### config.mk
export PLATFORM = sky130hd
export DESIGN_NAME = i2s_stream_proc
export DESIGN_NICKNAME = d
export VERILOG_FILES = /design/src/rtl/audio_pkg.sv /design/src/rtl/i2s_clkgen.sv /design/src/rtl/i2s_stream_proc.sv
export SDC_FILE = /design/constraint.sdc
export NUM_CORES = 1
export LEC_CHECK = 0
export CAP_MARGIN = 10
export CELL_PAD_IN_SITES_DETAIL_PLACEMENT = 1
export CELL_PAD_IN_SITES_GLOBAL_PLACEMENT = 2
export CORE_MARGIN = 2
export CORE_UTILIZATION = 30
export CTS_CLUSTER_DIAMETER = 150
export CTS_CLUSTER_SIZE = 24
export DETAILED_ROUTE_END_ITERATION = 6
export GPL_TIMING_DRIVEN = 0
export PLACE_DENSITY_LB_ADDON = 0.15
export SLEW_MARGIN = 0
export SYNTH_ARGS = -nofsm -noshare
export SYNTH_HDL_FRONTEND = slang
export SYNTH_SLANG_ARGS = --single-unit
export TNS_END_PERCENT = 100
### constraint.sdc
create_clock -name mclk -period 4.1 [get_ports mclk]
set_input_delay 0.41 -clock mclk [delete_from_list [all_inputs] [get_ports mclk]]
set_output_delay 0.41 -clock mclk [all_outputs]
set_load 0.03 [all_outputs]
### src/rtl/audio_pkg.sv
`default_nettype none
// ============================================================================
//  Module   : audio_pkg
//  Purpose  : Shared types, constants and helpers for the I2S stream
//             processor: channel-mode encoding, frame geometry defaults and
//             the clamped arithmetic right shift used for attenuation.
//  Revision : 1.0 - initial release
// ============================================================================
package audio_pkg;

    typedef enum logic [1:0] {
        MODE_PASS = 2'b00,
        MODE_SWAP = 2'b01,
        MODE_MONO = 2'b10,
        MODE_MUTE = 2'b11
    } mode_e;

    localparam int DEF_SLOT_W = 32;
    localparam int FRAME_BITS = 2 * DEF_SLOT_W;

    // Working width of sat_shift; any sample up to 31 bits is sign-extended
    // into this width by the caller and truncated back afterwards.
    localparam int SHIFT_W = 32;

    // Arithmetic right shift that saturates to pure sign bits once the shift
    // reaches the full working width, so huge atten values stay well defined.
    function automatic logic signed [SHIFT_W-1:0] sat_shift(
        input logic signed [SHIFT_W-1:0] sample,
        input logic        [SHIFT_W-1:0] shamt
    );
        if (shamt >= SHIFT_W'(SHIFT_W - 1)) begin
            return {SHIFT_W{sample[SHIFT_W-1]}};
        end
        return sample >>> shamt;
    endfunction

endpackage
`default_nettype wire

### src/rtl/i2s_clkgen.sv
`default_nettype none
// ============================================================================
//  Module   : i2s_clkgen
//  Purpose  : Derives SCLK and LRCLK from MCLK and publishes the edge strobes,
//             frame boundary and slot bit index used by the data path.
//  Revision : 1.0 - initial release
// ============================================================================
module i2s_clkgen #(
    parameter int SLOT_W        = 32,
    parameter int MCLK_PER_SCLK = 8
) (
    input  logic                              clk,
    input  logic                              rst,
    output logic                              o_sclk,
    output logic                              o_lrclk,
    output logic                              o_sclk_rise,
    output logic                              o_sclk_fall,
    output logic                              o_frame_start,
    output logic [$clog2(2*SLOT_W)-1:0]       o_slot_idx,
    output logic [$clog2(2*SLOT_W)-1:0]       o_slot_idx_next,
    output logic                              o_lrclk_next
);

    localparam int c_HALF       = MCLK_PER_SCLK / 2;
    localparam int c_DIV_W      = $clog2(MCLK_PER_SCLK);
    localparam int c_FRAME_BITS = 2 * SLOT_W;
    localparam int c_BIT_W      = $clog2(c_FRAME_BITS);

    logic [c_DIV_W-1:0] r_div_cnt;
    logic [c_BIT_W-1:0] r_bit_cnt;
    logic               r_sclk;
    logic               r_lrclk;

    logic [c_DIV_W-1:0] w_div_next;
    logic [c_BIT_W-1:0] w_bit_adv;
    logic               w_frame_wrap;

    assign o_sclk_rise  = (r_div_cnt == c_DIV_W'(c_HALF - 1));
    assign o_sclk_fall  = (r_div_cnt == c_DIV_W'(MCLK_PER_SCLK - 1));
    assign w_frame_wrap = (r_bit_cnt == c_BIT_W'(c_FRAME_BITS - 1));
    assign w_div_next   = o_sclk_fall ? '0 : r_div_cnt + c_DIV_W'(1);
    assign w_bit_adv    = w_frame_wrap ? '0 : r_bit_cnt + c_BIT_W'(1);

    assign o_frame_start   = o_sclk_fall && w_frame_wrap;
    assign o_lrclk_next    = (w_bit_adv >= c_BIT_W'(SLOT_W));
    assign o_slot_idx      = r_lrclk ? r_bit_cnt - c_BIT_W'(SLOT_W) : r_bit_cnt;
    assign o_slot_idx_next = o_lrclk_next ? w_bit_adv - c_BIT_W'(SLOT_W) : w_bit_adv;

    assign o_sclk  = r_sclk;
    assign o_lrclk = r_lrclk;

    // MCLK divider and bit counter; sclk/lrclk are registered from the
    // next-state counter values so they change on the same edge as the counts.
    always_ff @(posedge clk) begin
        if (rst) begin
            r_div_cnt <= '0;
            r_bit_cnt <= '0;
            r_sclk    <= 1'b0;
            r_lrclk   <= 1'b0;
        end else begin
            r_div_cnt <= w_div_next;
            r_sclk    <= (w_div_next >= c_DIV_W'(c_HALF));
            if (o_sclk_fall) begin
                r_bit_cnt <= w_bit_adv;
                r_lrclk   <= o_lrclk_next;
            end
        end
    end

endmodule
`default_nettype wire

### src/rtl/i2s_stream_proc.sv
`default_nettype none
// ============================================================================
//  Module   : i2s_stream_proc
//  Purpose  : Stereo I2S receiver / processor / transmitter. Received frames
//             are remixed (pass, swap, mono, mute), attenuated by an
//             arithmetic shift and retransmitted one frame later.
//  Revision : 1.0 - initial release
// ============================================================================
module i2s_stream_proc
    import audio_pkg::*;
#(
    parameter int DATA_W        = 24,
    parameter int SLOT_W        = 32,
    parameter int MCLK_PER_SCLK = 8,
    parameter int ATTEN_W       = 5
) (
    input  logic               mclk,
    input  logic               reset,
    input  logic [1:0]         mode,
    input  logic [ATTEN_W-1:0] atten,
    input  logic               serial_in,
    output logic               sclk,
    output logic               lrclk,
    output logic               serial_out,
    output logic               frame_valid,
    output logic [DATA_W-1:0]  o_left,
    output logic [DATA_W-1:0]  o_right
);

    localparam int c_BIT_W = $clog2(2 * SLOT_W);

    logic               w_sclk_rise;
    logic               w_sclk_fall;
    logic               w_frame_start;
    logic               w_lrclk_next;
    logic [c_BIT_W-1:0] w_slot;
    logic [c_BIT_W-1:0] w_slot_next;

    logic [DATA_W-1:0]  r_rx_left;
    logic [DATA_W-1:0]  r_rx_right;
    logic [DATA_W-1:0]  r_tx_left;
    logic [DATA_W-1:0]  r_tx_right;
    logic [DATA_W-1:0]  r_out_left;
    logic [DATA_W-1:0]  r_out_right;
    logic               r_serial_out;
    logic               r_frame_valid;

    logic               w_rx_bit;
    logic               w_tx_bit_next;
    logic [DATA_W:0]    w_sum;
    logic [DATA_W-1:0]  w_mono;
    logic [DATA_W-1:0]  w_proc_l;
    logic [DATA_W-1:0]  w_proc_r;
    logic [SHIFT_W-1:0] w_ext_l;
    logic [SHIFT_W-1:0] w_ext_r;
    logic [SHIFT_W-1:0] w_shift_l;
    logic [SHIFT_W-1:0] w_shift_r;
    logic               w_unused_bits;

    i2s_clkgen #(
        .SLOT_W        (SLOT_W),
        .MCLK_PER_SCLK (MCLK_PER_SCLK)
    ) u_clkgen (
        .clk             (mclk),
        .rst             (reset),
        .o_sclk          (sclk),
        .o_lrclk         (lrclk),
        .o_sclk_rise     (w_sclk_rise),
        .o_sclk_fall     (w_sclk_fall),
        .o_frame_start   (w_frame_start),
        .o_slot_idx      (w_slot),
        .o_slot_idx_next (w_slot_next),
        .o_lrclk_next    (w_lrclk_next)
    );

    // Sample data occupies slot bits 1..DATA_W (one-bit I2S delay after LRCLK).
    assign w_rx_bit      = (w_slot >= c_BIT_W'(1)) && (w_slot <= c_BIT_W'(DATA_W));
    assign w_tx_bit_next = (w_slot_next >= c_BIT_W'(1)) && (w_slot_next <= c_BIT_W'(DATA_W));

    // Mono average: sign-extend by one bit so L+R never wraps, then halve.
    assign w_sum  = {r_rx_left[DATA_W-1], r_rx_left} + {r_rx_right[DATA_W-1], r_rx_right};
    assign w_mono = w_sum[DATA_W:1];

    // Channel remix on the just-completed frame, using the mode present at
    // the frame boundary.
    always_comb begin
        w_proc_l = r_rx_left;
        w_proc_r = r_rx_right;
        case (mode_e'(mode))
            MODE_PASS: begin
                w_proc_l = r_rx_left;
                w_proc_r = r_rx_right;
            end
            MODE_SWAP: begin
                w_proc_l = r_rx_right;
                w_proc_r = r_rx_left;
            end
            MODE_MONO: begin
                w_proc_l = w_mono;
                w_proc_r = w_mono;
            end
            MODE_MUTE: begin
                w_proc_l = '0;
                w_proc_r = '0;
            end
            default: begin
                w_proc_l = '0;
                w_proc_r = '0;
            end
        endcase
    end

    assign w_ext_l   = {{(SHIFT_W-DATA_W){w_proc_l[DATA_W-1]}}, w_proc_l};
    assign w_ext_r   = {{(SHIFT_W-DATA_W){w_proc_r[DATA_W-1]}}, w_proc_r};
    assign w_shift_l = sat_shift(w_ext_l, SHIFT_W'(atten));
    assign w_shift_r = sat_shift(w_ext_r, SHIFT_W'(atten));

    // Upper shift bits are pure sign copies and the sum LSB is dropped by the halving.
    assign w_unused_bits = ^{w_sum[0], w_shift_l[SHIFT_W-1:DATA_W], w_shift_r[SHIFT_W-1:DATA_W]};

    // Receive shifters: MSB-first capture on SCLK rising edges into the
    // channel selected by LRCLK.
    always_ff @(posedge mclk) begin
        if (reset) begin
            r_rx_left  <= '0;
            r_rx_right <= '0;
        end else if (w_sclk_rise && w_rx_bit) begin
            if (lrclk) begin
                r_rx_right <= {r_rx_right[DATA_W-2:0], serial_in};
            end else begin
                r_rx_left  <= {r_rx_left[DATA_W-2:0], serial_in};
            end
        end
    end

    // Frame-boundary capture of the received pair and the valid pulse.
    always_ff @(posedge mclk) begin
        if (reset) begin
            r_out_left    <= '0;
            r_out_right   <= '0;
            r_frame_valid <= 1'b0;
        end else begin
            r_frame_valid <= w_frame_start;
            if (w_frame_start) begin
                r_out_left  <= r_rx_left;
                r_out_right <= r_rx_right;
            end
        end
    end

    // Transmit shifters: load processed samples at the boundary, then present
    // the bit for the upcoming slot position on each SCLK falling edge.
    always_ff @(posedge mclk) begin
        if (reset) begin
            r_tx_left    <= '0;
            r_tx_right   <= '0;
            r_serial_out <= 1'b0;
        end else if (w_frame_start) begin
            r_tx_left    <= w_shift_l[DATA_W-1:0];
            r_tx_right   <= w_shift_r[DATA_W-1:0];
            r_serial_out <= 1'b0;
        end else if (w_sclk_fall) begin
            if (w_tx_bit_next) begin
                if (w_lrclk_next) begin
                    r_serial_out <= r_tx_right[DATA_W-1];
                    r_tx_right   <= {r_tx_right[DATA_W-2:0], 1'b0};
                end else begin
                    r_serial_out <= r_tx_left[DATA_W-1];
                    r_tx_left    <= {r_tx_left[DATA_W-2:0], 1'b0};
                end
            end else begin
                r_serial_out <= 1'b0;
            end
        end
    end

    assign serial_out  = r_serial_out;
    assign frame_valid = r_frame_valid;
    assign o_left      = r_out_left;
    assign o_right     = r_out_right;

endmodule
`default_nettype wire

# Word-level counts from Yosys, hierarchy flattened

Index checks and enable logic that the tools add are counted.
Widths: inputs -> output; s select.

Bits in registers: 157
Bits of input ports: 10
Output and inout bits: 52
Logic and storage cells: 68

Bitwise operators: 1
Add/sub/neg operators: 5
Shift-type cells: 2
Reductions and logical operators: 13
Multiplexer cells: 21
Order comparisons: 7
Eq/ne operators: 7

Operators with widths:

| cell                | count |
|---|---|
| $mux 24             | 12 |
| $pmux 24 s4         | 2 |
| $sshr 24x5->24      | 2 |
| $add 24x24->25      | 1 |
| $mux 6              | 3 |
| $ge 6x1->1 const B  | 2 |
| $le 6x5->1 const B  | 2 |
| $sub 6x6->6 const B | 2 |
| $add 6x1->6 const B | 1 |
| $eq 6x6->1 const B  | 1 |
| $ge 6x6->1 const B  | 1 |
| $reduce_and 3->1    | 2 |
| $reduce_bool 2->1   | 3 |
| $ge 5x5->1 const B  | 1 |
| $eq 2x2->1 const B  | 2 |
| $logic_and 1x1->1   | 4 |
| $reduce_and 2->1    | 2 |
| $add 3x1->3 const B | 1 |
| $eq 3x2->1 const B  | 1 |
| $eq 3x3->1 const B  | 1 |
| $ge 3x3->1 const B  | 1 |
| $mux 1              | 3 |
| $mux 3              | 1 |
| $eq 2x1->1 const B  | 1 |
| 4 further kinds     | 4 |

# Depth between registers and ports, before layout

Gate-level depths: netlist of the first run.

Word-level depth: 9
Mapped depth: 14
Depth with buffers taken out: 12

# Cells and area by module

Synthesis of the first run repeated with hierarchy kept, for this count alone.

Cells, all modules: 1628
Area, all modules: 12321.8 µm²

By module, submodules not included:

| module          | sequential area each (µm²) | times used | cells an instance | area an instance (µm²) |
|---|---|---|---|---|
| i2s_stream_proc | 2922.8                     | 1          | 1558              | 11715.0 |
| i2s_clkgen      | 200.2                      | 1          | 70                | 606.8 |

# Least setup slack after synthesis of the first run

OpenSTA, ideal clock, no wires.

Kind: register -> register
Start: register r_rx_right[0]
End: register r_tx_right[8]
Slack: 0.711 ns
Period minus slack after synthesis: 3.389 ns
Setup time: 0.137 ns
Stages on the path, launching flop included: 12
Arrival: 3.251 ns
Path buffers: 0
Cell sequence: dfxtp_1 -> and2_1 -> fa_1 -> a211oi_1 -> o21ai_0 -> a21oi_1 -> a2111oi_0 -> nor3_1 -> mux2i_1 -> mux4_2 -> a221oi_1 -> a211oi_1

Cells in the longest elaborated chain, start to end: 5
Elaborated cells between the ends (all ways): 6
Those cells by class: 1 x add/sub; 1 x shift; 4 x mux

RTL lines:

| what                                      | RTL line                         | text |
|---|---|---|
| from (decl)                               | i2s_stream_proc.sv:40            | `logic [DATA_W-1:0] r_rx_right;` |
| from (signal assigned)                    | i2s_stream_proc.sv:129           | `r_rx_right <= {r_rx_right[DATA_W-2:0], serial_in};` |
| $add 24x24->25                            | i2s_stream_proc.sv:81            | `assign w_sum = {r_rx_left[DATA_W-1], r_rx_left} + {r_rx_right[DATA_W-1], r_rx_right};` |
| $pmux 24 s4 (*)                           | i2s_stream_proc.sv:89            | `case (mode_e'(mode))` |
| $sshr 24x5->24 or $mux 24 (tied branches) | audio_pkg.sv:34, audio_pkg.sv:31 |  |
| $mux 24 (*)                               | audio_pkg.sv:34                  | `return sample >>> shamt;` |
| $mux 24 (*)                               | i2s_stream_proc.sv:158           | `end else if (w_frame_start) begin` |
| to (signal assigned)                      | i2s_stream_proc.sv:160           | `r_tx_right <= w_shift_r[DATA_W-1:0];` |
| to (signal assigned)                      | i2s_stream_proc.sv:166           | `r_tx_right <= {r_tx_right[DATA_W-2:0], 1'b0};` |
| to (decl)                                 | i2s_stream_proc.sv:42            | `logic [DATA_W-1:0] r_tx_right;` |

Mark *: on every way between the ends. The rest lies on a longest branch, timed or not. The select of a mux whose other input is x is not followed.
A chain may end at the register's enable or synchronous reset.

# Final worst setup path of the first run

Start: register r_rx_right[14]
End: register r_tx_right[14]

The elaborated chain is that of the path after synthesis.

==> results of run 1 <==
## power groups by stage
| stage | logic, mW | registers [mW] | clock network (mW) |
|---|---|---|---|
| detailed placement | 0.389 | 1.55 | 0 |
| finish | 0.408 | 1.52 | 1.71 |
| CTS | 0.394 | 1.52 | 1.76 |
| global route | 0.427 | 1.52 | 1.82 |
| global placement | 0.390 | 1.55 | 0 |
| floorplan | 0.232 | 1.55 | 0 |
## registers in the layout (all words and copies together) (netlist names)
register and flops:
r_tx_right 24, o_right 24, r_tx_left 24, u_clkgen.r_div_cnt 2, u_clkgen.r_bit_cnt 6, frame_valid 1
u_clkgen.o_lrclk 1, serial_out 1, o_left 24, u_clkgen.o_sclk 1, r_rx_left 24, r_rx_right 24
## Yosys cell counts (7+ instances only)
library cell	n	area share
buf_2	21	0.0087
a31oi_1	14	0.0073
dfxtp_1	156	0.26
a221oi_1	19	0.014
o21a_1	13	0.0081
or2_2	7	0.0036
a211oi_1	35	0.022
a21oi_1	149	0.062
o221ai_1	9	0.0065
nand3_1	24	0.010
nand2_1	228	0.071
o211ai_1	15	0.0093
mux2i_1	149	0.12
ha_1	31	0.032
clkbuf_1	73	0.023
o22ai_1	13	0.0067
xnor2_1	8	0.0058
nand4_1	11	0.0057
clkbuf_8	13	0.015
o31ai_1	12	0.0075
a22oi_1	10	0.0062
buf_1	7	0.0022
o2111ai_1	9	0.0065
and2_1	19	0.0099
nor3_1	38	0.016
buf_6	7	0.0065
mux2_2	10	0.0093
o21ai_0	68	0.028
a21o_1	12	0.0075
inv_1	18	0.0056
nor4_1	9	0.0047
a311oi_1	9	0.0065
nor2_1	199	0.062
## kinds of logic (layout without fill, tap and decap cells)
kind of cell,count (synthesis),in the layout
DFF,156,156
adders and majority gates,32,32
and+or+nand+nor,574,574
AOI/OAI and AO/OA,481,481
muxes,168,168
other,0,1
buffers and inverters,144,240
xor gates and xnor gates,14,14
## worst max path at each step
stage                endpoint  cells after the start  slack, ns
2_1_floorplan   r_tx_right[8]                     11       0.71
3_3_place_gp     r_tx_left[8]                     12      -0.78
3_5_place_dp     r_tx_left[8]                     12      -0.80
4_1_cts        r_tx_right[10]                     12      -0.05
5_1_grt         r_tx_right[1]                     12      -0.09
6_report       r_tx_right[14]                     12       0.07
## area by class of cell
| type | instances | area (um^2) |
|---|---|---|
| fillers | 4815 | 25500 |
| multi-input cells | 1269 | 8420 |
| flip-flops and latches | 156 | 3140 |
| plain buffers | 123 | 696 |
| well taps | 525 | 657 |
| repair buffers | 66 | 641 |
| clock buffers | 19 | 443 |
| clock inverters | 13 | 178 |
| inverters | 19 | 71.3 |
| diodes | 1 | 2.50 |
## critical path, delay by kind of cell, from the launching register on
| kind | cells | cell delay (ns) |
|---|---|---|
| AOI/OAI and AO/OA | 3 | 0.62 |
| adders and majority gates | 1 | 0.35 |
| buffers and inverters | 1 | 0.17 |
| DFF | 1 | 0.69 |
| muxes | 1 | 0.52 |
| and+or+nand+nor | 6 | 1.51 |
## repair_timing
item | 4_1_cts | 5_1_grt
gates cloned | 0 | 0
endpoints found under the setup margin | 49 | 60
buffers inserted | 3 | 2
gates resized for setup | 30 | 45
pin swaps | 2 | 2
## per-layer routing
layer,global-route usage,up-vias
li1,-,5945
met3,0.0459,123
met5,0,-
met2,0.452,389
met1,0.363,6458
met4,0.135,0
## stage by stage
stage | power, mW | TNS (ns) | utilization
2_1_floorplan | 1.79 | 0 | -
3_3_place_gp | 1.94 | -20.64 | 0.335
3_5_place_dp | 1.94 | -21.04 | 0.335
4_1_cts | 3.67 | -0.157 | 0.354
5_1_grt | 3.76 | -0.350 | 0.359
6_report | 3.64 | 0 | 0.359
==> flow_metrics.tcl, run 1 <==
set metrics [dict create \
    status "completed" \
    synth_seq_cells 156 \
    start_util 0.303 \
    first_iter_violations 938 \
    synth-edff-count 0 \
    final_common_cell "nand2_1" \
    wire_per_inst_um 26.5 \
    crit_start "r_rx_right[14]" \
    synth.net_count 1611 \
    worstMarginPinSlew_ns 0.902 \
    layout_common_cells "228 x nand2_1, 197 x nor2_1, 144 x mux2i_1, 144 x a21oi_1, 143 x dfxtp_1" \
    dp_hpwl_mm 45.5 \
    cellLeakagePower_nw 5.02 \
    highest_layer "met4" \
    finalInstanceArea_um2 14200 \
    internal_power_mw 2.62 \
    r2r_cells 12 \
    hold_violations 0 \
    slew_headroom 0.383 \
    clk_pin_slew_ns 0.07 \
    synth_fa_ha_area_frac 0.0338 \
    synth_top_family_by_area "compound AO/OA/AOI/OAI gates" \
    core_region_area_um2 39700 \
    synthXorXnorAreaFrac 0.0102 \
    cap_violations 0 \
    syn_area_per_cell_um2 7.69 \
    p_comb_frac 0.112 \
    cts_tree "yes" \
    reg2reg_to "r_tx_right[14]" \
    wirelength_mm 58.1 \
    synth-main-ff-cell "dfxtp_1" \
    firstDrtPassIters 5 \
    track_usage 0.280 \
    clkPwrFrac 0.470 \
    irDropWorstVdd_mv 0.256 \
    clock_latency_ns 0.47 \
    slew_viol_final 0 \
    rows 73 \
    power.share.sequential 0.417 \
    syn2layout_area_growth_pct 18.2 \
    root_buffer "clkbuf_16" \
    vias 12915 \
    post-route-min-period_ns 4.03 \
    min_path_cells 1 \
    ys_seq_area_frac 0.259 \
    synthSimpleGateAreaFrac 0.208 \
    critical_path_class "flop to flop" \
    cts.path.max_buffers 2 \
    ys_types 104 \
    hp-start "u_clkgen.r_div_cnt[0]" \
    synth-async-reset-ratio 0 \
    drive_gt1_frac 0.118 \
    routed-wl-met3_mm 2.55 \
    muxShareOfSynthArea 0.150 \
    crit_fanout 9 \
    required_ns 4.41 \
    crit_arrival_ns 4.34 \
    wl_met2_mm 26.7 \
    syn_inst 1569 \
    dp_worst_setup_slack_ns -0.795 \
    ant_nets 0 \
    place.gp.congestion 0.958 \
    die_h_um 204 \
    nets 1694 \
    grt_pass1_wl_mm 86.7 \
    cts_sinks 156 \
    die_x_um 204 \
    yosys_warnings 0 \
    end_kind "flop" \
    fin_crit_sh 0.983 \
    start_kind "flop" \
    pin_count 62 \
    wl_met1_mm 25.9 \
    worst_hold_slack_ns 0.444 \
    die_area_um2 41800 \
    postCtsHoldBufs 0 \
    layout_setup_ws_ns 0.0685 \
    cts_buffers 17 \
    synth_compound_area_frac 0.276 \
    antenna_found_initial 0 \
    synth_area_um2 12100 \
    avgViaCountPerCell 5.89 \
    setup_viol 0 \
    dpl_cell_area_um2 13300 \
    fin_cells 2191 \
    ff2ff_setup_slack_ns 0.07 \
    p_switching_mw 1.02 \
    powerDensity_nw_per_um2 255 \
    drc 0 \
    portBuffers 59 \
    whs_endpoint "u_clkgen.r_div_cnt[0]" \
    cts_max_level 4 \
    fmax_mhz 248 \
    grt_setup_unrepaired "true" \
    cp_slowest_cell "dfxtp_1" \
    cp_cell_sequence "ha_1, clkbuf_8, and4_1, and2_1, a22o_1, or4_1, nand3_2, nand3_1, and2_0, mux4_2, a221oi_2, a211oi_1" \
    grt-ovfl-total 0 \
    clock_skew_ns 0.0109 \
    min_path_type "flop to flop" \
    switching_share 0.280 \
    slowest_delay_ns 0.69 \
    grt_pass1_vias 12928 \
    r2r-start "r_rx_right[14]" \
    grt_max_degree 17 \
    post-place-cells 2154 \
]
Note: power is estimated with default switching activity, not from simulation.
==> inputs of run 2 (changes only) <==
--- a/config.mk
+++ b/config.mk
@@ -9,12 +9,13 @@
 export CELL_PAD_IN_SITES_DETAIL_PLACEMENT = 1
 export CELL_PAD_IN_SITES_GLOBAL_PLACEMENT = 2
 export CORE_MARGIN = 2
-export CORE_UTILIZATION = 30
-export CTS_CLUSTER_DIAMETER = 150
+export CORE_UTILIZATION = 37
+export CTS_CLUSTER_DIAMETER = 120
 export CTS_CLUSTER_SIZE = 24
 export DETAILED_ROUTE_END_ITERATION = 6
 export GPL_TIMING_DRIVEN = 0
 export PLACE_DENSITY_LB_ADDON = 0.15
+export SKIP_LAST_GASP = 1
 export SLEW_MARGIN = 0
 export SYNTH_ARGS = -nofsm -noshare
 export SYNTH_HDL_FRONTEND = slang
==> flow_metrics.tcl, run 2 (synthesis gave the netlist of run 1 again) <==
set metrics [dict create \
    grt_pass1_wl_mm 83.4 \
    clock_skew_ns 0.0107 \
    diodes 0 \
    hp-start "u_clkgen.r_div_cnt[0]" \
    place.gp.congestion 0.969 \
    reg2reg_to "r_tx_right[14]" \
    start_util 0.373 \
    slew_headroom 0.156 \
    syn2layout_area_growth_pct 17.2 \
    cp_cell_sequence "ha_1, clkbuf_8, and4_1, and2_1, a22o_1, or4_1, nand3_2, nand3_1, and2_0, mux4_2, a221oi_1, a211oi_1" \
    irDropWorstVdd_mv 0.293 \
    power.share.sequential 0.414 \
    cts_max_level 4 \
    drive_gt1_frac 0.117 \
    whs_endpoint "u_clkgen.r_div_cnt[0]" \
    layout_common_cells "228 x nand2_1, 196 x nor2_1, 146 x mux2i_1, 146 x a21oi_1, 141 x dfxtp_1" \
    start_kind "flop" \
    layout_setup_ws_ns 0.0761 \
    r2r-start "r_rx_left[15]" \
    ant_nets 0 \
    slowest_delay_ns 0.61 \
    cts_tree "yes" \
    firstDrtPassIters 5 \
    critical_path_class "flop to flop" \
    min_path_cells 1 \
    switching_share 0.288 \
    wirelength_mm 55.6 \
    cts.path.max_buffers 2 \
    cts_sinks 156 \
    status "completed" \
    final_common_cell "nand2_1" \
    power_mw 3.67 \
    die_area_um2 34000 \
    nets 1697 \
    slew_viol_final 0 \
    core_region_area_um2 32300 \
    worstMarginPinSlew_ns 1.26 \
    portBuffers 59 \
    wire_per_inst_um 26.4 \
    internal_power_mw 2.61 \
    fmax_mhz 249 \
    hold_violations 0 \
    drc 0 \
    grt_max_degree 17 \
    cp_slowest_cell "or4_1" \
    p_comb_frac 0.109 \
    ff2ff_setup_slack_ns 0.08 \
    antenna_found_initial 0 \
    vias 13122 \
    cap_violations 0 \
    cts_buffers 17 \
    fin_crit_sh 0.981 \
    die_x_um 185 \
    first_iter_violations 1055 \
    powerDensity_nw_per_um2 259 \
    crit_arrival_ns 4.31 \
    clkPwrFrac 0.477 \
    cellLeakagePower_nw 5.04 \
    dp_worst_setup_slack_ns -0.693 \
    p_switching_mw 1.06 \
    grt-ovfl-total 0 \
    root_buffer "clkbuf_16" \
    grt_pass1_vias 13045 \
    min_path_type "flop to flop" \
    clk_pin_slew_ns 0.07 \
    required_ns 4.38 \
    pin_count 62 \
    fin_cells 2109 \
    crit_fanout 10 \
    post-route-min-period_ns 4.02 \
    die_h_um 185 \
    avgViaCountPerCell 6.22 \
    track_usage 0.328 \
    post-place-cells 2070 \
    dp_hpwl_mm 43.3 \
    rows 66 \
    setup_viol 0 \
    clock_latency_ns 0.45 \
    worst_hold_slack_ns 0.431 \
    end_kind "flop" \
    r2r_cells 12 \
]
## run 2: cell count changes in the layout (fill, tap and decap cells not counted), sizes merged
cell	before	now
buf	43	45
clkinv	3	4
clkbuf	104	103
diode	1	0
## run 2: worst max path at each step
stage	start	endpoint	slack [ns]	depth (start not counted)
after detailed placement	r_rx_right[0]	r_tx_right[8]	-0.69	11
after global routing	r_rx_left[8]	r_tx_right[14]	-0.01	14
after floorplan	r_rx_right[0]	r_tx_right[8]	0.71	11
final	r_rx_left[15]	r_tx_right[14]	0.08	12
after CTS	r_rx_right[0]	r_tx_right[8]	-0.12	11
after global placement	r_rx_right[0]	r_tx_right[15]	-0.68	11
## run 2: layer usage
metal,vias up,track usage,part of all wire
met5,-,0,0
met4,0,0.203,0.064
met3,160,0.0460,0.054
met2,512,0.517,0.45
met1,6471,0.422,0.43
li1,5979,-,-
## run 2: layout make-up
type                    count  area [um^2]
well taps                 442          553
inverters                  19         71.3
fillers                  3959        18200
plain buffers             124          699
multi-input cells        1269         8380
flip-flops and latches    156         3140
clock inverters            14          200
repair buffers             68          658
clock buffers              17          425
## run 2: power groups by stage
stage / Clock, mW / Sequential [mW] / Combinational (mW)
finish: 1.75 / 1.52 / 0.400
global route: 1.82 / 1.52 / 0.417
CTS: 1.77 / 1.52 / 0.383
detailed placement: 0 / 1.55 / 0.378
global placement: 0 / 1.55 / 0.379
floorplan: 0 / 1.55 / 0.232
## run 2: through the flow
stage                     cell area (um^2)   TNS, ns  utilization
after floorplan                      12100         0            -
after global placement               13200    -15.07        0.409
after detailed placement             13200    -16.59        0.409
after CTS                            13900    -0.131        0.431
after global routing                 14100  -0.00994        0.438
final                                14100         0        0.438
## run 2: repair_timing
| action | in CTS | in global routing |
|---|---|---|
| gates cloned | 0 | 0 |
| pin swaps | 1 | 5 |
| hold buffers | 0 | 0 |
| gates resized for setup | 17 | 53 |
| buffers inserted | 3 | 6 |
| endpoints found under the setup margin | 41 | 48 |
## run 2: worst max-delay path: cells and delay by family (launching register included)
| kind | cells | cell delay (ns) |
|---|---|---|
| mux | 1 | 0.56 |
| compound gates | 3 | 0.69 |
| simple gates | 6 | 1.54 |
| buf+inv | 1 | 0.18 |
| flops | 1 | 0.56 |
| fa+ha+maj | 1 | 0.33 |
==> inputs of run 3 (changes only) <==
--- a/config.mk
+++ b/config.mk
@@ -14,7 +14,8 @@
 export CTS_CLUSTER_SIZE = 24
 export DETAILED_ROUTE_END_ITERATION = 6
 export GPL_TIMING_DRIVEN = 0
-export PLACE_DENSITY_LB_ADDON = 0.15
+export PLACE_DENSITY_LB_ADDON = 0.1
+export SKIP_CTS_REPAIR_TIMING = 1
 export SKIP_LAST_GASP = 1
 export SLEW_MARGIN = 0
 export SYNTH_ARGS = -nofsm -noshare
==> flow_metrics.tcl, run 3 (synthesis gave the netlist of run 1 again) <==
set metrics [dict create \
    die_h_um 185 \
    internal_power_mw 2.51 \
    finalSetupTns_ns 0 \
    min_path_type "flop to flop" \
    p_switching_mw 1.10 \
    grt_pass1_vias 13001 \
    fin_crit_sh 0.985 \
    cts_sinks 156 \
    critical_path_class "flop to flop" \
    clkPwrFrac 0.467 \
    first_iter_violations 1030 \
    place.gp.congestion 0.966 \
    cts_max_level 4 \
    cap_violations 0 \
    vias 13033 \
    status "completed" \
    syn2layout_area_growth_pct 17.1 \
    root_buffer "clkbuf_16" \
    layout_common_cells "228 x nand2_1, 198 x nor2_1, 145 x a21oi_1, 145 x dfxtp_1, 144 x mux2i_1" \
    min_path_cells 1 \
    wirelength_mm 56.5 \
    track_usage 0.331 \
    grt_max_degree 19 \
    switching_share 0.305 \
    clk_pin_slew_ns 0.08 \
    clock_skew_ns 0.0172 \
    post-route-min-period_ns 4.04 \
    rows 66 \
    pin_count 62 \
    wire_per_inst_um 26.8 \
    firstDrtPassIters 5 \
    drive_gt1_frac 0.115 \
    avgViaCountPerCell 6.17 \
    ant_nets 0 \
    fmax_mhz 248 \
    fillerInstances 3968 \
    dp_hpwl_mm 43.9 \
    antenna_found_initial 0 \
    reg2reg_to "r_tx_left[16]" \
    final_common_cell "nand2_1" \
    slew_headroom 0.319 \
    p_comb_frac 0.112 \
    whs_endpoint "u_clkgen.r_div_cnt[0]" \
    worst_hold_slack_ns 0.433 \
    cellLeakagePower_nw 5.02 \
    slew_viol_final 0 \
    nets 1698 \
    portBuffers 59 \
    power.share.sequential 0.421 \
    irDropWorstVdd_mv 0.303 \
    fin_util 0.437 \
    drc 0 \
    clock_latency_ns 0.46 \
    cts_buffers 17 \
    grt_setup_unrepaired "true" \
    setup_viol 0 \
    required_ns 4.40 \
    die_area_um2 34000 \
    hp-start "u_clkgen.r_div_cnt[0]" \
    cts.path.max_buffers 2 \
    grt-ovfl-total 0 \
    grt_pass1_wl_mm 83.6 \
    start_kind "flop" \
    powerDensity_nw_per_um2 256 \
    hold_violations 0 \
    crit_fanout 7 \
    ff2ff_setup_slack_ns 0.06 \
    crit_arrival_ns 4.34 \
    start_util 0.373 \
    r2r-start "r_rx_right[2]" \
    end_kind "flop" \
    cts_tree "yes" \
    r2r_cells 13 \
    die_x_um 185 \
    worstMarginPinSlew_ns 1.02 \
    core_region_area_um2 32300 \
]
==> run 3: changes by cell type in the layout (fill, tap and decap cells not counted), sizes merged <==
cell,change
inv,+3
bufinv,-2
clkbuf,+2
buf,-1
diode,+1
==> run 3: worst max-delay path: stages (launching register included) <==
cell and delay (ns):
dfxtp_1 0.38, ha_1 0.48, nand4_2 0.23, a2111oi_4 0.38, buf_4 0.22, buf_4 0.13
o21a_1 0.21, nor4_1 0.13, nor4_1 0.45, a31oi_2 0.12, mux2i_1 0.64, nand2_1 0.20
a31oi_1 0.22, a311oi_1 0.07
==> run 3: how the worst max path moves through the flow <==
| stage | start | to | slack (ns) | depth (start not counted) |
|---|---|---|---|---|
| final | r_rx_right[2] | r_tx_left[16] | 0.06 | 13 |
| after global routing | r_rx_right[21] | r_tx_right[8] | -0.06 | 12 |
| after CTS | r_rx_right[0] | r_tx_right[8] | -0.77 | 11 |
| after detailed placement | r_rx_right[0] | r_tx_right[8] | -0.72 | 11 |
| after global placement | r_rx_right[0] | r_tx_right[8] | -0.71 | 11 |
| after floorplan | r_rx_right[0] | r_tx_right[8] | 0.71 | 11 |
==> run 3: area by class of cell <==
| cell class | instances | area [um^2] | share of cell area |
|---|---|---|---|
| clock buffer | 17 | 425 | 0.0301 |
| clock inverter | 15 | 186 | 0.0132 |
| tap | 442 | 553 | 0.0392 |
| timing repair buffer | 68 | 658 | 0.0466 |
| sequential | 156 | 3140 | 0.222 |
| multi-input combinational | 1269 | 8380 | 0.594 |
| buffer | 125 | 703 | 0.0498 |
| inverter | 19 | 71.3 | 0.00505 |
| antenna | 1 | 2.50 | 0.000177 |
==> run 3: routing by layer <==
metal / vias to the layer above / wire (um) / global-route usage
met5: - / 0 / 0
met4: 0 / 3610 / 0.198
met3: 164 / 2870 / 0.0577
met2: 443 / 25200 / 0.522
met1: 6472 / 24800 / 0.422
li1: 5954 / - / -
==> run 3: power groups by stage <==
stage	registers (mW)	clock network (mW)	logic (mW)
after floorplan	1.55	0	0.232
after global placement	1.55	0	0.381
after detailed placement	1.55	0	0.381
after CTS	1.52	1.71	0.383
after global routing	1.52	1.79	0.419
final	1.52	1.69	0.405
==> run 3: stage by stage <==
step | setup slack, ns | total power [mW] | std cells | instance area (um^2)
global route | -0.0628 | 3.72 | 2111 | 14100
floorplan | 0.711 | 1.79 | 1569 | 12100
detailed placement | -0.718 | 1.93 | 2070 | 13200
global placement | -0.705 | 1.93 | 2070 | 13200
CTS | -0.774 | 3.61 | 2102 | 13800
finish | 0.0629 | 3.61 | 2112 | 14100
==> RTL change 1: new RTL, settings of run 2 <==
Set the parameter `ATTEN_W` to 7 (it was 5).
--- a/src/rtl/i2s_stream_proc.sv
+++ b/src/rtl/i2s_stream_proc.sv
@@ -13,5 +13,5 @@
     parameter int SLOT_W        = 32,
     parameter int MCLK_PER_SCLK = 8,
-    parameter int ATTEN_W       = 5
+    parameter int ATTEN_W       = 7
 ) (
     input  logic               mclk,
Interface: changed (resized atten); port bits go from 62 to 64. The function was not compared with the original's and may differ.
==> RTL change 1 against run 2 <==
  * Power is 1.5% lower
  * The run now ends with negative setup slack left
  * Largest power group unchanged
  * Synthesized area is 4.3% higher
  * Design area up 3.3%
  * Routed wire length rose by 18%
  * Combinational power up 38%
  * Worst setup slack worse by 100 ps
  * Largest cell class unchanged
  * Sequential cell count unchanged
  * Maximum frequency shrank 2.5%
  * Critical endpoint is now r_tx_right[3]
==> RTL change 1: results (changes against run 2) <==
* Setup total negative slack at -27.15 ps (was 0 ps)
* DRT iter0 DRCs at 1469 (was 1055)
* Leak at 0.004982 uW (was 0.005035 uW)
* GPL Wtd Cong at 1.025 (was 0.9694)
* DP HPWL at 51.42 mm (was 43.33 mm)
* Type of the worst min-delay path: reg2reg (unchanged)
* Status: finished, violations left (was complete, no violations)
* Post-synthesis sequential area ratio at 24.82% (was 25.90%)
* Slowest CP cell: fa_1 (was or4_1)
* Port Buf Inserts at 61 (was 59)
* Switching share of power at 32.00% (was 28.81%)
* Pin count of the biggest net entering global routing at 17 (unchanged)
* Num CTS Buffers at 17 (unchanged)
* Final wirelength at 65.52 mm (was 55.62 mm)
* CP Max Fanout at 9 (was 10)
* H-tree levels at 4 (unchanged)
* Peak VDD IR at 0.3143 mV (was 0.2927 mV)
* Final setup viols at 1 (was 0)
* Post-synth top cells: nand2_1, nor2_1, dfxtp_1 (unchanged)
* Gr usage total at 36.67% (was 32.79%)
* CP arrival at 4520 ps (was 4310 ps)
* Layout Skew at 17.75 ps (was 10.66 ps)
* Violated checks: negative setup slack
* Met1 Usage GRT at 48.67% (was 42.22%)
* Area contributors post-synth: dfxtp_1, mux2i_1, nand2_1 (unchanged)
* Synth unique cells at 101 (was 104)
* First-pass GRT wire length at 96.17 mm (was 83.36 mm)
* Worst path top cell family by delay: compound AO/OA/AOI/OAI gates (was simple AND/OR/NAND/NOR gates)
* Layout cells sized above 1 at 10.12% (was 11.70%)
* Clk_lat worst skew at 470 ps (was 450 ps)
* Placed cell area at 0.01379 mm^2 (was 0.01320 mm^2)
* Slew headroom at 24.14% (was 15.63%)
* CP max stage delay at 470 ps (was 610 ps)
* Nets@finish at 1821 (was 1697)
* GR Layer Usage met3 at 9.369% (was 4.604%)
* Initial antenna violation count at 2 (was 0)
* DR vias at 14640 (was 13120)
* Fillers at 4230 (was 3959)
* Setup WS post-layout at -27.15 ps (was 76.14 ps)
* Global Route met2 Usage at 56.09% (was 51.73%)
* Mapped Nets at 1731 (was 1611)
-- RTL change 1: changes by cell type in the layout (fill, tap and decap cells not counted), moves of 13 or more --
cell / before / now
mux2i_1: 146 / 101
nor2_1: 196 / 180
clkbuf_1: 70 / 86
nand3_1: 24 / 39
a31oi_1: 13 / 26
dfxtp_2: 15 / 0
o211ai_1: 15 / 29
dfxtp_1: 141 / 156
-- RTL change 1: metal layers --
metal  part of all wire [%]  wire length (um)
met5                  0.029                19
met4                    4.5              2978
met3                    8.1              5335
met2                     43             28460
met1                     44             28720
-- RTL change 1: metrics by stage --
| step | instances | setup WS, ps |
|---|---|---|
| after global placement | 2196 | -1103 |
| after detailed placement | 2198 | -633.9 |
| final | 2238 | -27.15 |
| after global routing | 2237 | -13.38 |
| after floorplan | 1687 | 876.0 |
| after CTS | 2232 | -17.65 |
-- RTL change 1: repair_timing --
item	in CTS	in global routing
resized for setup	9	34
endpoints found under the setup margin	12	33
setup buffers	3	5
pin swaps	1	2
-- RTL change 1: cell families (layout without fill, tap and decap cells) --
kind of cell,count (synthesis),after routing,synth area share (%)
other,0,1,0
and+or+nand+nor,635,635,23.17
muxes,119,119,9.735
adders and majority gates,32,32,3.242
DFF,156,156,24.82
AOI/OAI and AO/OA,584,584,33.44
xor gates and xnor gates,6,6,0.4177
buffers and inverters,155,257,5.171
-- RTL change 1: power groups by stage --
stage	clock network [uW]	logic [uW]	registers [uW]
finish	1540	551	1520
global route	1620	562	1520
CTS	1560	511	1520
detailed placement	0	506	1550
global placement	0	506	1550
floorplan	0	283	1560
-- RTL change 1: layout make-up --
class	instances	area, um^2	share of cell area (%)
Multi-Input combinational cell	1376	9015	61.76
Sequential cell	156	3123	21.39
Timing Repair Buffer	71	710.7	4.868
Buffer	134	579.3	3.968
Tap cell	448	560.5	3.840
Clock buffer	22	464.2	3.180
Inverter	21	78.83	0.5400
Clock inverter	9	63.81	0.4371
Antenna cell	1	2.502	0.01714
-- RTL change 1: path summary, 6_finish.rpt --
path,from,end,slack [ps],cells after the start
setup reg to reg,r_rx_left[0],r_tx_right[3],-30,13
setup / recovery,r_rx_left[0],r_tx_right[3],-30,13
hold reg to reg,u_clkgen.r_div_cnt[0],u_clkgen.r_div_cnt[0],430,1
hold / removal,u_clkgen.r_div_cnt[0],u_clkgen.r_div_cnt[0],430,1
==> RTL change 2: new RTL, settings of run 2 <==
Made on the original files. Add an input register stage for `mode`, `atten` and `serial_in`; this delays them by one clock.
--- a/src/rtl/i2s_stream_proc.sv
+++ b/src/rtl/i2s_stream_proc.sv
@@ -29,4 +29,14 @@
 
     localparam int c_BIT_W = $clog2(2 * SLOT_W);
+
+    logic [1:0] mode_q;
+    logic [ATTEN_W-1:0] atten_q;
+    logic serial_q;
+
+    always_ff @(posedge mclk) begin
+        mode_q   <= mode;
+        atten_q  <= atten;
+        serial_q <= serial_in;
+    end
 
     logic               w_sclk_rise;
@@ -87,5 +97,5 @@
         w_proc_l = r_rx_left;
         w_proc_r = r_rx_right;
-        case (mode_e'(mode))
+        case (mode_e'(mode_q))
             MODE_PASS: begin
                 w_proc_l = r_rx_left;
@@ -113,6 +123,6 @@
     assign w_ext_l   = {{(SHIFT_W-DATA_W){w_proc_l[DATA_W-1]}}, w_proc_l};
     assign w_ext_r   = {{(SHIFT_W-DATA_W){w_proc_r[DATA_W-1]}}, w_proc_r};
-    assign w_shift_l = sat_shift(w_ext_l, SHIFT_W'(atten));
-    assign w_shift_r = sat_shift(w_ext_r, SHIFT_W'(atten));
+    assign w_shift_l = sat_shift(w_ext_l, SHIFT_W'(atten_q));
+    assign w_shift_r = sat_shift(w_ext_r, SHIFT_W'(atten_q));
 
     // Upper shift bits are pure sign copies and the sum LSB is dropped by the halving.
@@ -127,7 +137,7 @@
         end else if (w_sclk_rise && w_rx_bit) begin
             if (lrclk) begin
-                r_rx_right <= {r_rx_right[DATA_W-2:0], serial_in};
+                r_rx_right <= {r_rx_right[DATA_W-2:0], serial_q};
             end else begin
-                r_rx_left  <= {r_rx_left[DATA_W-2:0], serial_in};
+                r_rx_left  <= {r_rx_left[DATA_W-2:0], serial_q};
             end
         end
Formal check against the unedited RTL: no difference found for any inputs over 10 cycles, from zero or initial values and one cycle with reset high; that may be too few to reach the edited logic, so the function may still have changed.
==> RTL change 2 against run 2 <==
  * Count of clock-buffer cells in the layout rose by 3
  * Critical path depth decreased by 2
  * Routed wire length grew 5.0%
  * Utilization rose by 0.14 points
  * Global-route usage is 1.7 points higher
  * Synthesized area up 0.60%
  * Design area is 0.57% higher
  * Power up 0.89%
  * Sequential cell count up 8
  * Worst setup slack worse by 24 ps
  * Largest cell class unchanged
  * Largest power group unchanged
==> RTL change 2: results (changes against run 2) <==
* Type of the worst min-delay path: in2reg (was reg2reg)
* Slowest CP cell: clkbuf_1 (was or4_1)
* Crit path capture: r_tx_right[4] (was r_tx_right[14])
* Peak VDD IR at 0.3216 mV (was 0.2927 mV)
* Most common cell in the synthesized netlist: nand2_1 (unchanged)
* Reg-to-reg startpoint: mode_q[1] (was r_rx_left[15])
* Gr usage total at 34.46% (was 32.79%)
* Clk_lat worst skew at 470 ps (was 450 ps)
* CP Class: reg2reg (unchanged)
* H-tree levels at 4 (unchanged)
* Layout Skew at 10.46 ps (was 10.66 ps)
* CP Max Fanout at 10 (unchanged)
* DR vias at 13640 (was 13120)
* Layout cells sized above 1 at 9.463% (was 11.70%)
* Worst R2R Setup Slack at 50 ps (was 80 ps)
* DP HPWL at 45.24 mm (was 43.33 mm)
* Post-synth top cells: nand2_1, nor2_1, a21oi_1 (was nand2_1, nor2_1, dfxtp_1)
* Final wirelength at 58.43 mm (was 55.62 mm)
* Mapped Nets at 1653 (was 1611)
* Top FF cell, synth: dfxtp_1 (unchanged)
* Leak at 0.004903 uW (was 0.005035 uW)
* Num CTS Buffers at 17 (unchanged)
* Max-slew violation count at 0 (unchanged)
* Initial antenna violation count at 0 (unchanged)
* Pin count of the biggest net entering global routing at 17 (unchanged)
* First-pass GRT wire length at 87.19 mm (was 83.36 mm)
* Clock buffer depth at 2 (unchanged)
* Port Buf Inserts at 60 (was 59)
* Slew @ Worst Pin at 1167 ps (was 1256 ps)
* DRT iter0 DRCs at 1066 (was 1055)
* N_diodes at 0 (unchanged)
* Status: complete, no violations (unchanged)
* Warnings, synthesis at 0 (unchanged)
* CP max stage delay at 690 ps (was 610 ps)
* Post-synthesis sequential area ratio at 27.07% (was 25.90%)
* GPL Wtd Cong at 0.9584 (was 0.9694)
* Area contributors post-synth: dfxtp_1, mux2i_1, nand2_1 (unchanged)
* Worst path top cell family by delay: buffers and inverters (was simple AND/OR/NAND/NOR gates)
* Cell Int Power at 2592 uW (was 2610 uW)
* Synth unique cells at 95 (was 104)
* Placed cell area at 0.01331 mm^2 (was 0.01320 mm^2)
* Clk slew on worst S/H paths at 70 ps (about the same)
* Hold Vio Cnt, Final at 0 (unchanged)
* Worst-case reg-to-reg path depth at 10 (was 12)
* TritonRoute pass-1 iters at 7 (was 5)
* CTS root buf: clkbuf_16 (unchanged)
* Post-synth ARST share at 0% (unchanged)
* CP arrival at 4380 ps (was 4310 ps)
-- RTL change 2: how the worst min path moves through the flow --
| stage | startpoint | end | slack, ps | cells past startpoint |
|---|---|---|---|---|
| 3_5_place_dp | u_clkgen.r_div_cnt[0] | u_clkgen.r_div_cnt[0] | 420 | 1 |
| 6_report | mode[0] | mode_q[0] | 380 | 1 |
| 4_1_cts | mode[0] | mode_q[0] | 370 | 1 |
| 2_1_floorplan | u_clkgen.r_div_cnt[0] | u_clkgen.r_div_cnt[0] | 400 | 1 |
| 3_3_place_gp | u_clkgen.r_div_cnt[0] | u_clkgen.r_div_cnt[0] | 410 | 1 |
| 5_1_grt | atten[4] | atten_q[4] | 380 | 1 |
-- RTL change 2: metal layers --
| metal | share of wire, % | track usage, % |
|---|---|---|
| met1 | 43 | 43.20 |
| met2 | 47 | 57.12 |
| met3 | 4.4 | 4.345 |
| met4 | 6.0 | 19.46 |
| met5 | 0 | 0 |
-- RTL change 2: layout make-up --
| cell class | count | area (um^2) |
|---|---|---|
| plain buffers | 126 | 514.2 |
| clock buffers | 20 | 456.7 |
| clock inverters | 12 | 121.4 |
| fillers | 4031 | 18160 |
| inverters | 28 | 105.1 |
| multi-input cells | 1292 | 8501 |
| flip-flops and latches | 164 | 3286 |
| well taps | 442 | 553.0 |
| repair buffers | 70 | 673.1 |
-- RTL change 2: what timing repair did --
| action | CTS | global route |
|---|---|---|
| gates resized for setup | 19 | 38 |
| buffers inserted | 0 | 8 |
| hold endpoints to repair | 0 | 0 |
| setup endpoints to repair | 32 | 54 |
| pin swaps | 0 | 6 |
-- RTL change 2: cells by family (layout without fill, tap and decap cells) --
group                      count (synthesis)  after routing  share of synthesized area (%)
AOI/OAI and AO/OA                        512            512                          29.31
and+or+nand+nor                          616            616                          23.14
adders and majority gates                 32             32                          3.363
DFF                                      164            164                          27.07
buffers and inverters                    155            256                          5.033
muxes                                    127            127                          11.73
xor gates and xnor gates                   5              5                         0.3611
-- RTL change 2: power by group through the flow --
stage	Sequential (uW)	Clock, uW	Combinational (uW)
6_report	1600	1650	447
5_1_grt	1600	1730	462
4_1_cts	1600	1670	418
3_5_place_dp	1640	0	414
3_3_place_gp	1640	0	413
2_1_floorplan	1640	0	238
-- RTL change 2: stage by stage --
step                      worst slack, ps  cells
after CTS                          -40.49   2146
after detailed placement           -370.4   2115
after global routing               -143.1   2154
final                               51.69   2154
after global placement             -336.2   2113
after floorplan                     714.7   1611
